--- src/rtl/usb_txn_ctrl.sv ---
// usb_txn_ctrl
//    Transaction sequencer sitting between a host and a USB bit-level
//    transmitter/receiver pair.  A host packet of up to MAX_BYTES bytes is
//    latched on start and streamed to the transmitter one bit per cycle,
//    LSB of byte 0 first.  When a handshake is expected, the block then
//    waits for a SYNC+PID reply from the receiver and decodes it as
//    ACK/NAK/STALL.  NAK, timeout and malformed replies are retried up to
//    MAX_RETRY times with the same latched packet.
//
// Ports
//    clk, rst                  clock, synchronous active-high reset
//    start                     begin a transaction (ignored while busy)
//    pkt_data, pkt_len         packet bytes and byte count, latched on start
//    expect_hs                 1 = wait for a handshake after transmit
//    busy, done                transaction in progress / 1-cycle completion
//    result, retries_used      00 ACK, 01 NAK, 10 STALL, 11 ERROR; retries
//    data_bit/start/end        bit stream to the transmitter (combinational)
//    tx_ready, tx_sending      transmitter status
//    rx_bit, rx_sending, rx_eop receiver bit stream and end-of-packet
module usb_txn_ctrl #(
   parameter int MAX_BYTES = 8,
   parameter int TIMEOUT   = 64,
   parameter int MAX_RETRY = 3
) (
   input  logic                           clk,
   input  logic                           rst,
   input  logic                           start,
   input  logic [8*MAX_BYTES-1:0]         pkt_data,
   input  logic [$clog2(MAX_BYTES+1)-1:0] pkt_len,
   input  logic                           expect_hs,
   output logic                           busy,
   output logic                           done,
   output logic [1:0]                     result,
   output logic [1:0]                     retries_used,
   output logic                           data_bit,
   output logic                           data_start,
   output logic                           data_end,
   input  logic                           tx_ready,
   input  logic                           tx_sending,
   input  logic                           rx_bit,
   input  logic                           rx_sending,
   input  logic                           rx_eop
);

   localparam int LW = $clog2(MAX_BYTES+1);
   localparam int IW = $clog2(8*MAX_BYTES);
   localparam int TW = $clog2(TIMEOUT);

   localparam logic [1:0] RES_OK    = 2'b00;
   localparam logic [1:0] RES_NAK   = 2'b01;
   localparam logic [1:0] RES_STALL = 2'b10;
   localparam logic [1:0] RES_ERR   = 2'b11;

   typedef enum logic [2:0] {
      S_IDLE, S_WAIT_TX, S_SEND, S_DRAIN, S_WAIT_RX, S_RECV, S_CHECK, S_DONE
   } state_t;

   state_t                 state_q, state_d;
   logic [8*MAX_BYTES-1:0] pkt_q, pkt_d;
   logic [LW-1:0]          len_q, len_d;
   logic                   hs_q, hs_d;
   logic [IW-1:0]          bit_idx_q, bit_idx_d;
   logic [TW-1:0]          tmo_q, tmo_d;
   logic [15:0]            rx_word_q, rx_word_d;
   logic [4:0]             rx_cnt_q, rx_cnt_d;
   logic [1:0]             result_q, result_d;
   logic [1:0]             retries_q, retries_d;
   logic                   busy_q, done_q;

   logic [IW-1:0]          last_idx;
   logic                   outcome_vld;
   logic [1:0]             outcome;
   logic                   hs_valid;

   // Index of the final packet bit; length is already range-checked here.
   assign last_idx = IW'(((IW+1)'(len_q) << 3) - (IW+1)'(1));

   // Handshake shape: exactly 16 bits, SYNC byte, PID check nibble.
   assign hs_valid = (rx_cnt_q == 5'd16) && (rx_word_q[7:0] == 8'h80) &&
                     (rx_word_q[15:12] == ~rx_word_q[11:8]);

   always_comb begin
      state_d     = state_q;
      pkt_d       = pkt_q;
      len_d       = len_q;
      hs_d        = hs_q;
      bit_idx_d   = bit_idx_q;
      tmo_d       = tmo_q;
      rx_word_d   = rx_word_q;
      rx_cnt_d    = rx_cnt_q;
      result_d    = result_q;
      retries_d   = retries_q;
      data_bit    = 1'b0;
      data_start  = 1'b0;
      data_end    = 1'b0;
      outcome_vld = 1'b0;
      outcome     = RES_OK;

      case (state_q)
         S_IDLE: begin
            if (start) begin
               pkt_d     = pkt_data;
               len_d     = pkt_len;
               hs_d      = expect_hs;
               retries_d = 2'b00;
               result_d  = RES_OK;
               if (pkt_len == '0 || pkt_len > LW'(MAX_BYTES)) begin
                  result_d = RES_ERR;
                  state_d  = S_DONE;
               end else begin
                  state_d  = S_WAIT_TX;
               end
            end
         end
         S_WAIT_TX: begin
            // First bit goes out in the same cycle the transmitter is ready.
            if (tx_ready) begin
               data_start = 1'b1;
               data_bit   = pkt_q[0];
               bit_idx_d  = IW'(1);
               state_d    = S_SEND;
            end
         end
         S_SEND: begin
            data_bit = pkt_q[bit_idx_q];
            if (bit_idx_q == last_idx) begin
               data_end = 1'b1;
               state_d  = S_DRAIN;
            end else begin
               bit_idx_d = bit_idx_q + IW'(1);
            end
         end
         S_DRAIN: begin
            // Transmitter finishes EOP before the bus turns around.
            if (tx_ready && !tx_sending) begin
               if (!hs_q) begin
                  result_d = RES_OK;
                  state_d  = S_DONE;
               end else begin
                  tmo_d   = '0;
                  state_d = S_WAIT_RX;
               end
            end
         end
         S_WAIT_RX: begin
            tmo_d = tmo_q + TW'(1);
            if (rx_sending) begin
               rx_word_d    = '0;
               rx_word_d[0] = rx_bit;
               rx_cnt_d     = 5'd1;
               state_d      = S_RECV;
            end else if (tmo_q == TW'(TIMEOUT-1)) begin
               outcome_vld = 1'b1;
               outcome     = RES_ERR;
            end
         end
         S_RECV: begin
            if (rx_sending) begin
               if (rx_cnt_q < 5'd16) rx_word_d[rx_cnt_q[3:0]] = rx_bit;
               // 17 marks "too long" without wrapping back to a legal count.
               if (rx_cnt_q < 5'd17) rx_cnt_d = rx_cnt_q + 5'd1;
            end
            if (rx_eop) state_d = S_CHECK;
         end
         S_CHECK: begin
            outcome_vld = 1'b1;
            outcome     = RES_ERR;
            if (hs_valid) begin
               case (rx_word_q[15:8])
                  8'hD2:   outcome = RES_OK;
                  8'h5A:   outcome = RES_NAK;
                  8'h1E:   outcome = RES_STALL;
                  default: outcome = RES_ERR;
               endcase
            end
         end
         S_DONE: begin
            state_d = S_IDLE;
         end
         default: state_d = S_IDLE;
      endcase

      // NAK and errors are retried; ACK and STALL finish immediately.
      if (outcome_vld) begin
         if ((outcome == RES_NAK || outcome == RES_ERR) &&
             retries_q < 2'(MAX_RETRY)) begin
            retries_d = retries_q + 2'd1;
            state_d   = S_WAIT_TX;
         end else begin
            result_d  = outcome;
            state_d   = S_DONE;
         end
      end
   end

   always_ff @(posedge clk) begin
      if (rst) begin
         state_q   <= S_IDLE;
         pkt_q     <= '0;
         len_q     <= '0;
         hs_q      <= 1'b0;
         bit_idx_q <= '0;
         tmo_q     <= '0;
         rx_word_q <= '0;
         rx_cnt_q  <= '0;
         result_q  <= 2'b00;
         retries_q <= 2'b00;
         busy_q    <= 1'b0;
         done_q    <= 1'b0;
      end else begin
         state_q   <= state_d;
         pkt_q     <= pkt_d;
         len_q     <= len_d;
         hs_q      <= hs_d;
         bit_idx_q <= bit_idx_d;
         tmo_q     <= tmo_d;
         rx_word_q <= rx_word_d;
         rx_cnt_q  <= rx_cnt_d;
         result_q  <= result_d;
         retries_q <= retries_d;
         busy_q    <= (state_d != S_IDLE);
         done_q    <= (state_d == S_DONE);
      end
   end

   assign busy         = busy_q;
   assign done         = done_q;
   assign result       = result_q;
   assign retries_used = retries_q;

endmodule
--- config.mk ---
export PLATFORM = sky130hd
export DESIGN_NAME = usb_txn_ctrl
export DESIGN_NICKNAME = d
export VERILOG_FILES = /design/src/rtl/usb_txn_ctrl.sv
export SDC_FILE = /design/constraint.sdc
export NUM_CORES = 1
export LEC_CHECK = 0
export CAP_MARGIN = 0
export CORE_MARGIN = 5
export CORE_UTILIZATION = 54
export DETAILED_ROUTE_END_ITERATION = 7
export PLACE_DENSITY = 0.78
export REMOVE_ABC_BUFFERS = 1
export SLEW_MARGIN = 20
export SYNTH_ARGS = -nofsm -noshare
export SYNTH_HDL_FRONTEND = slang
export SYNTH_SLANG_ARGS = --single-unit
export TNS_END_PERCENT = 50
--- constraint.sdc ---
create_clock -name clk -period 2.9 [get_ports clk]
set_input_delay 0.58 -clock clk [delete_from_list [all_inputs] [get_ports clk]]
set_output_delay 0.58 -clock clk [all_outputs]
set_load 0.03 [all_outputs]
==> impl_metrics.csv, run 1 <==
group,metric,value,unit
run_status,status,"completed",
global_route,gr-usage-all-layers,0.219,
power,vdd.ir_drop.worst,337,uV
global_route,overflow,0,
timing,worst_pin_slew,0.659,ns
global_route,grt_max_degree,69,
run,cap_violations,0,
critical_path,required,2.32,ns
hold_path,hold_path.class,"flop to flop",
timing,slew_violations,0,
power,pwr-share-clk,0.217,
critical_path,critical_path_arrival,2.32,ns
cts,ctsLongestPathBuffers,2,
timing,finalHoldViolCount,0,
timing,fin_worst_skew,0.0142,ns
yosys,netlist_area,5250,um2
yosys,yosysMostFrequentCell,"nand2_1",
cts,clockRootBuffer,"clkbuf_8",
yosys,synthTopCellsByArea,"dfxtp_1 (42%), nand2_1 (11%), a21oi_1 (8.6%), mux4_2 (6.4%), nand3_1 (2.9%)",
cts,cts.sinks,110,
timing,rsz0062_at_grt,"true",
floorplan,chipWidth,109,um
yosys,yosysSeqAreaShare,0.419,
drt,routed-via-count,4750,
placed_design,io_buffers,85,
power,p_switching,1.52,mW
floorplan,die_area,11800,um2
finish,drive_above_1_share,0.128,
floorplan,ios,86,
drt,drt_pass1_iterations,5,
drt,wirelength,12.8,mm
timing,fin_crit,2.90,ns
finish,design_area,6550,um2
drt,drt_iter0_drc,355,
yosys,yosysWarnings,0,
finish,fin_nets,797,
global_route,grt_pass1_wl,20.9,mm
yosys,yosysTopAreaCellShare,0.419,
power,p_seq_frac,0.440,
placed_design,placed_area,6240,um2
timing,finalSetupViolCount,0,
placed_design,dp_hpwl,9.08,mm
yosys,synth_area_leader_cell,"dfxtp_1",
timing,setup_tns,0,ns
power,leakage,2.29,nW
cts,clk_pin_slew,0.11,ns
global_route,grt_pass1_vias,4510,
timing,fin_ws,0.00170,ns
drt,antenna_left,0,
placed_design,post-place-ws,-0.213,ns
yosys,synthArstFlopShare,0,
critical_path,crit_type,"flop to primary output",
floorplan,core,9640,um2
yosys,ys_seq_elements,110,
power,powerDensity,648,nW/um2
drt,drc,0,
floorplan,fp.dieH,109,um
floorplan,start_util,0.545,
power,cellInternalPower,2.72,mW
power,power.share.switching,0.358,
critical_path,endpoint_kind,"primary output",
critical_path,crit_path_start_kind,"flop",
cts,cts_hold_buf,0,
timing,hold_slack,0.463,ns
yosys,synth_cell_types,56,
finish,diodes,0,
placed_design,gp_congestion,0.869,
power,p_comb_frac,0.343,
yosys,yosys-top-cells-count,"nand2_1 (155), dfxtp_1 (110), a21oi_1 (90)",
timing,post-route-period-util,0.999,
yosys,ys.flop_type,"dfxtp_1",
yosys,synth-edff-count,0,
critical_path,cp_max_fo,7,
cts,ctsHtreeMaxLevel,3,
global_route,antenna_found_initial,0,
cts,cts_buffers,9,
timing,slew-limit-headroom,0.560,
cts,tritoncts,"built",
yosys,synth_cells,639,
floorplan,num_rows,36,
timing,fmax,345,MHz
drt,routedWlPerCell,15.1,um
yosys,avgSynthCellArea,8.22,um2
drt,viasPerCell,5.59,
finish,synthToLayoutAreaGrowth,24.7,%
cts,clk_latency,0.39,ns
finish,fill_cells,801,
## logic make-up after synthesis
| logic type | share of synthesized area |
|---|---|
| compound gates | 0.146 |
| mux | 0.0829 |
| flops | 0.419 |
| buf+inv | 0.0469 |
| simple gates | 0.260 |
| fa+ha+maj | 0.0191 |
| xor+xnor | 0.0260 |
## worst max-delay path, cell delays in order (launching register included)
cell      delay (ns)
dfxtp_4         0.40
buf_12          0.13
buf_4           0.12
mux4_2          0.48
nand3_1         0.12
a21oi_1         0.10
a211oi_2        0.27
o311ai_4        0.15
buf_6           0.17
## sequential cells by signal (all words and copies together) (netlist names)
| name | count |
|---|---|
| retries_used | 2 |
| state_q | 3 |
| done | 1 |
| busy | 1 |
| result | 2 |
| pkt_q | 64 |
| bit_idx_q | 6 |
| tmo_q | 6 |
| rx_word_q | 16 |
| hs_q | 1 |
| len_q | 3 |
| rx_cnt_q | 5 |
## path summary, 6_finish.rpt
kind / start / endpoint / slack (ns) / depth (start not counted)
hold reg to reg: pkt_q[63]$_SDFFE_PP0P_ / pkt_q[63]$_SDFFE_PP0P_ / 0.46 / 2
setup reg to reg: rx_cnt_q[0]$_SDFFE_PP0P_ / done$_SDFF_PP0_ / 0.60 / 7
setup / recovery: bit_idx_q[0]$_SDFFE_PP0P_ / data_bit / 0.002 / 8
hold / removal: pkt_q[63]$_SDFFE_PP0P_ / pkt_q[63]$_SDFFE_PP0P_ / 0.46 / 2
## routing by layer
| metal | share of wire | vias up | wire (um) | GRT usage |
|---|---|---|---|---|
| met1 | 0.43 | 2246 | 5470 | 0.281 |
| li1 | - | 2358 | - | - |
| met2 | 0.51 | 128 | 6570 | 0.386 |
| met4 | 0.011 | 0 | 144 | 0.0451 |
| met5 | 0 | - | 0 | 0 |
| met3 | 0.048 | 18 | 608 | 0.0397 |
## area by class of cell
class / count / area [um2] / area share
multi-input cells: 470 / 2860 / 0.437
flip-flops and latches: 110 / 2210 / 0.337
clock buffers: 9 / 124 / 0.0189
well taps: 133 / 166 / 0.0254
inverters: 10 / 37.5 / 0.00573
repair buffers: 111 / 1070 / 0.164
clock inverters: 7 / 80.1 / 0.0122
## stage by stage
stage / std cells / power, mW / util
detailed placement: 830 / 3.28 / 0.648
global placement: 830 / 3.23 / 0.648
floorplan: 590 / 2.74 / -
CTS: 850 / 4.24 / 0.675
finish: 850 / 4.25 / 0.680
global route: 850 / 4.49 / 0.680
## power by group through the flow
stage / Combinational [mW] / Sequential [mW] / Clock (mW)
after floorplan: 0.798 / 1.95 / 0
after global placement: 1.34 / 1.89 / 0
after detailed placement: 1.39 / 1.89 / 0
after CTS: 1.44 / 1.87 / 0.934
after global routing: 1.61 / 1.89 / 0.994
final: 1.46 / 1.87 / 0.920
## repair_timing
action	4_1_cts	5_1_grt
hold endpoints to repair	0	0
pin swaps	3	4
gates resized for setup	13	8
endpoints found under the setup margin	1	1
buffers inserted	4	0
## cells in the final DEF, fill, tap and decap left out, drive strengths merged, types with 2 or more instances in the layout
cell type	count
a31oi	4
nor4b	2
and3	4
mux4	15
o21ai	11
inv	12
o211ai	2
a211oi	9
clkinv	4
nand4	17
or3b	2
nand3	30
clkdlybuf4s50	81
nor3b	3
nand3b	2
nor3	10
or2	5
a22oi	5
dfxtp	110
and2b	2
nor2b	11
nand2b	4
nand2	155
o311ai	2
ha	8
buf	30
mux2	6
xnor2	7
a21oi	91
xor2	6
nor4	5
and2	3
mux2i	3
or3	3
clkbuf	9
nor2	31
Note: power is estimated with default switching activity, not from simulation.
==> run 2: changes to the inputs <==
--- a/config.mk
+++ b/config.mk
@@ -5,11 +5,12 @@
 export SDC_FILE = /design/constraint.sdc
 export NUM_CORES = 1
 export LEC_CHECK = 0
+export ABC_AREA = 1
 export CAP_MARGIN = 0
 export CORE_MARGIN = 5
 export CORE_UTILIZATION = 54
 export DETAILED_ROUTE_END_ITERATION = 7
-export PLACE_DENSITY = 0.78
+export PLACE_DENSITY = 0.77
 export REMOVE_ABC_BUFFERS = 1
 export SLEW_MARGIN = 20
 export SYNTH_ARGS = -nofsm -noshare
==> run 2 against run 1 <==
Effect of this change:
- sequential power increased by 7%
- largest power group unchanged
- sequential cell count stayed put
- combinational power increased by 26%
==> impl_metrics.csv, run 2 <==
group,metric,value,unit
run_status,status,"completed",
cts,clockRootBuffer,"clkbuf_8",
critical_path,worstSetupEndpoint,"data_start",
floorplan,die_area,12100,um2
finish,layout_commonest_cell,"nand2_1",
yosys,yosys-top-cells-count,"nand2_1 (281), dfxtp_1 (110), a21oi_1 (97)",
yosys,yosysWarnings,0,
power,vdd.ir_drop.worst,398,uV
timing,finalSetupViolCount,0,
critical_path,cp-startpoint,"state_q[0]$_SDFF_PP0_",
drt,drt_pass1_iterations,4,
finish,diodes,0,
cts,cts.sinks,110,
finish,top_register,"pkt_q",
timing,post-route-period-util,0.917,
placed_design,dp_hpwl,9.12,mm
placed_design,post-place-ws,0.333,ns
finish,final_util,0.664,
global_route,antenna_found_initial,0,
finish,drive_above_1_share,0.0575,
yosys,synthArstFlopShare,0,
timing,slew_violations,0,
global_route,grt_pass1_vias,5055,
drt,drt_iter0_drc,256,
run,cap_violations,0,
finish,regArea,2200,um2
critical_path,endpoint_kind,"primary output",
power,powerDensity,725,nW/um2
cts,tritoncts,"built",
yosys,ys_seq_elements,110,
timing,worst_pin_slew,0.801,ns
finish,largest_register_ffs,64,
floorplan,ios,86,
timing,finalHoldViolCount,0,
critical_path,cp_max_fo,6,
finish,fin_nets,950,
yosys,yosysMostFrequentCell,"nand2_1",
global_route,gr-usage-all-layers,0.222,
timing,setup_tns,0,ns
finish,layout_common_cells,"nand2_1 (280), dfxtp_1 (108), a21oi_1 (97), clkdlybuf4s50_1 (82), nand3_1 (73)",
critical_path,critical_path_arrival,2.08,ns
drt,viasPerCell,5.19,
critical_path,r2r-start,"bit_idx_q[0]$_SDFFE_PP0P_",
finish,finalNonFillerCells,1002,
timing,slew-limit-headroom,0.466,
finish,fill_cells,879,
yosys,synth_cells,805,
yosys,synth-edff-count,0,
critical_path,timing.rr.end,"busy$_SDFF_PP0_",
finish,top_regs,"pkt_q (64), rx_word_q (16)",
timing,fin_worst_skew,0.0117,ns
placed_design,placed_cells,986,
timing,fin_crit,2.66,ns
global_route,grt_max_degree,78,
placed_design,io_buffers,85,
cts,clk_pin_slew,0.10,ns
drt,routed-via-count,5201,
cts,ctsHtreeMaxLevel,3,
critical_path,required,2.32,ns
yosys,synth_cell_types,37,
yosys,netlist_area,5400,um2
critical_path,crit_type,"flop to primary output",
drt,antenna_left,0,
placed_design,placed_area,6290,um2
finish,synthToLayoutAreaGrowth,20.1,%
yosys,yosysSeqAreaShare,0.408,
finish,design_area,6490,um2
floorplan,start_util,0.553,
finish,multi_input_area,2760,um2
timing,rsz0062_at_grt,"false",
drt,routedWlPerCell,12.7,um
yosys,synth_area_leader_cell,"dfxtp_1",
floorplan,core,9770,um2
critical_path,worstRegToRegCells,10,
floorplan,chipWidth,110,um
hold_path,hold_path.class,"flop to flop",
yosys,avgSynthCellArea,6.71,um2
critical_path,crit_path_start_kind,"flop",
yosys,ys.flop_type,"dfxtp_1",
floorplan,fp.dieH,110,um
yosys,yosysTopAreaCellShare,0.408,
cts,ctsLongestPathBuffers,2,
power,leakage,2.50,nW
global_route,grt_pass1_wl,21.8,mm
floorplan,num_rows,36,
drt,drc,0,
yosys,synthTopCellsByArea,"dfxtp_1 (41%), nand2_1 (20%), a21oi_1 (9.0%), nand3_1 (6.8%), inv_1 (4.0%)",
timing,fin_ws,0.240,ns
critical_path,r2r_slack,0.84,ns
placed_design,gp_congestion,0.827,
cts,clk_latency,0.37,ns
global_route,overflow,0,
drt,wirelength,12.8,mm
timing,fmax,376,MHz
cts,cts_buffers,9,
==> run 2: cell count changes after synthesis, moves of 11 or more <==
cell,delta
nand3_1,+43
clkbuf_1,-17
buf_2,+11
o21ai_0,+20
nand2_1,+126
nor2b_1,-11
mux4_2,-15
inv_1,+47
==> run 2: timing repair <==
action                                  in CTS  in global routing
setup buffers                                0                  1
endpoints found under the setup margin       0                  2
hold buffers                                 0                  0
gates resized for setup                      0                  5
==> run 2: cell families (layout without fill, tap and decap cells) <==
group,Yosys count,count (layout),share of synthesized area
simple gates,434,434,0.344
compound gates,139,139,0.133
fa+ha+maj,8,8,0.0185
buf+inv,105,169,0.0815
flops,110,110,0.408
xor+xnor,9,9,0.0146
==> run 2: per-stage QoR <==
stage	total power [mW]	hold WS [ns]
after floorplan	3.26	0.435
after global placement	3.81	0.448
after detailed placement	3.86	0.457
after CTS	4.73	0.474
after global routing	5.09	0.492
final	4.70	0.470
==> run 2: area by class of cell <==
type                    instances  area share
multi-input cells             590       0.426
clock inverters                 6     0.00810
repair buffers                 93       0.145
inverters                      61      0.0365
clock buffers                   9      0.0191
flip-flops and latches        110       0.340
well taps                     133      0.0257
==> run 2: power by group <==
| part | switching [mW] | internal, mW | total [mW] | leakage [nW] |
|---|---|---|---|---|
| Combinational | 1.17 | 0.668 | 1.84 | 1.51 |
| Sequential | 0.200 | 1.81 | 2.01 | 0.898 |
| Clock | 0.533 | 0.325 | 0.858 | 0.0915 |
==> run 2: how the worst min path moves through the flow <==
| stage | endpoint | depth (start not counted) | slack, ns | start |
|---|---|---|---|---|
| 2_1_floorplan | len_q[1]$_SDFFE_PP0P_ | 2 | 0.44 | len_q[1]$_SDFFE_PP0P_ |
| 4_1_cts | pkt_q[18]$_SDFFE_PP0P_ | 2 | 0.47 | pkt_q[18]$_SDFFE_PP0P_ |
| 5_1_grt | rx_word_q[11]$_SDFFE_PP0P_ | 2 | 0.49 | rx_word_q[11]$_SDFFE_PP0P_ |
| 3_3_place_gp | tmo_q[5]$_SDFFE_PP0P_ | 2 | 0.45 | tmo_q[5]$_SDFFE_PP0P_ |
| 6_report | pkt_q[4]$_SDFFE_PP0P_ | 2 | 0.47 | pkt_q[4]$_SDFFE_PP0P_ |
| 3_5_place_dp | pkt_q[18]$_SDFFE_PP0P_ | 2 | 0.46 | pkt_q[18]$_SDFFE_PP0P_ |
==> run 2: critical path: stages (launching register included) <==
cell,delay [ns]
dfxtp_1,0.52
inv_2,0.14
nor2_1,0.16
nand2_1,0.09
inv_1,0.11
clkdlybuf4s50_1,0.69
==> run 2: per-layer routing <==
layer  GRT usage  share of wire  vias to the layer above
li1            -              -                     2724
met2       0.384           0.49                      119
met4      0.0784          0.020                        0
met1       0.270           0.44                     2333
met5           0              0                        -
met3      0.0501          0.051                       25
==> RTL edit: new RTL, settings of run 2 <==
Change the parameter `TIMEOUT` from 64 to 128.
--- a/src/rtl/usb_txn_ctrl.sv
+++ b/src/rtl/usb_txn_ctrl.sv
@@ -20,5 +20,5 @@
 module usb_txn_ctrl #(
    parameter int MAX_BYTES = 8,
-   parameter int TIMEOUT   = 64,
+   parameter int TIMEOUT   = 128,
    parameter int MAX_RETRY = 3
 ) (
Function: same outputs for any inputs over 10 cycles, from zero or initial values and one cycle with rst high; that may be too few to reach the edited logic, so the function may still have changed.
==> RTL edit against run 2 <==
- total power increased by 0.13%
- routed wire length increased by 4.9%
- first-iteration DRC count increased by 15%
- non-clock buffer count decreased by 2
- area after synthesis increased by 2.3%
- sequential cell count increased by 1
- critical path depth increased by 6
- clock power increased by 14%
- final area increased by 2.1%
- worst setup slack got worse by 0.020 ns
- critical path type unchanged
==> RTL edit: results (changes against run 2) <==
[final_layout]
reg.largest.list = pkt_q x64, rx_word_q x16, tmo_q x7
multi_input_area_sq_um = 2887  ; +4.5%
seq_cell_count = 111  ; +0.91%
nets = 983  ; +3.5%
nMultiInputCombCells = 625  ; +5.9%
clock_buffers = 13  ; +4
register_area_sq_um = 2222  ; +0.79%
nonClkBufAreaFrac = 0.1369  ; -0.008331

[place]
hpwl_microns = 9184  ; +0.76%
place_congestion = 0.8754  ; +5.9%

[setup_path]
cp-startpoint = bit_idx_q[1]$_SDFFE_PP0P_
r2r_end = len_q[1]$_SDFFE_PP0P_
slowest_stage = inv_1
r2r_start = state_q[0]$_SDFF_PP0_
r2r_slack_ns = 0.73  ; -0.11 ns
r2r_cells = 6  ; -4
max_stage_delay_ns = 0.47  ; -0.22 ns

[global_route]
grt_pass1_vias = 5205  ; +3.0%
globalRouteTotalUtil = 0.2148  ; -0.006933
grt_pass1_wl_microns = 22670  ; +3.9%
grt_max_degree = 80  ; +2.6%

[routing]
first_pass_iters = 5  ; +1
vias = 5426  ; +4.3%
initialDrtViolationCount = 294  ; +15%

[pwr]
seq-power_w = 0.00207  ; +3%
clkPwrFrac = 0.208  ; +0.026
power_leakage_nw = 2.777  ; +11%
pwr-share-seq = 0.440  ; +0.013
p_sw_frac = 0.3792  ; -0.02515

[status]
run_status = complete, no violations

[yosys]
ys_seq_area_frac = 0.4021  ; -0.005608
synthDistinctLibCells = 35  ; -5.4%
synth_compound_area_frac = 0.1268  ; -0.006411

[worst_hold_path]
min_from = rx_word_q[0]$_SDFFE_PP0P_

[sta]
slew-limit-headroom = 0.4413  ; -0.02445

[RTL edit: cell types whose count changed in the layout (fill, tap and decap cells not counted), sizes merged, moves of 4 or more]
cell,run 2,this run
nor2,42,208
a21oi,97,38
o21ai,33,95
inv,64,58
nand4,19,4
a211oi,4,0
clkbuf,9,13
nand2,284,174
[RTL edit: routing by layer]
| metal | up-vias | global-route usage | part of all wire |
|---|---|---|---|
| met5 | - | 0 | 0 |
| met4 | 0 | 0.07380 | 0.016 |
| met3 | 22 | 0.04312 | 0.041 |
| met2 | 116 | 0.3792 | 0.51 |
| met1 | 2504 | 0.2593 | 0.44 |
| li1 | 2784 | - | - |
[RTL edit: metrics by stage]
step / setup slack, ns / util / area [sq um]
after CTS: 0.1854 / 0.6528 / 6619
after floorplan: 0.3190 / - / 5336
after detailed placement: 0.3836 / 0.6322 / 6410
final: 0.2194 / 0.6536 / 6626
after global routing: 0.02118 / 0.6536 / 6626
after global placement: 0.4284 / 0.6322 / 6410
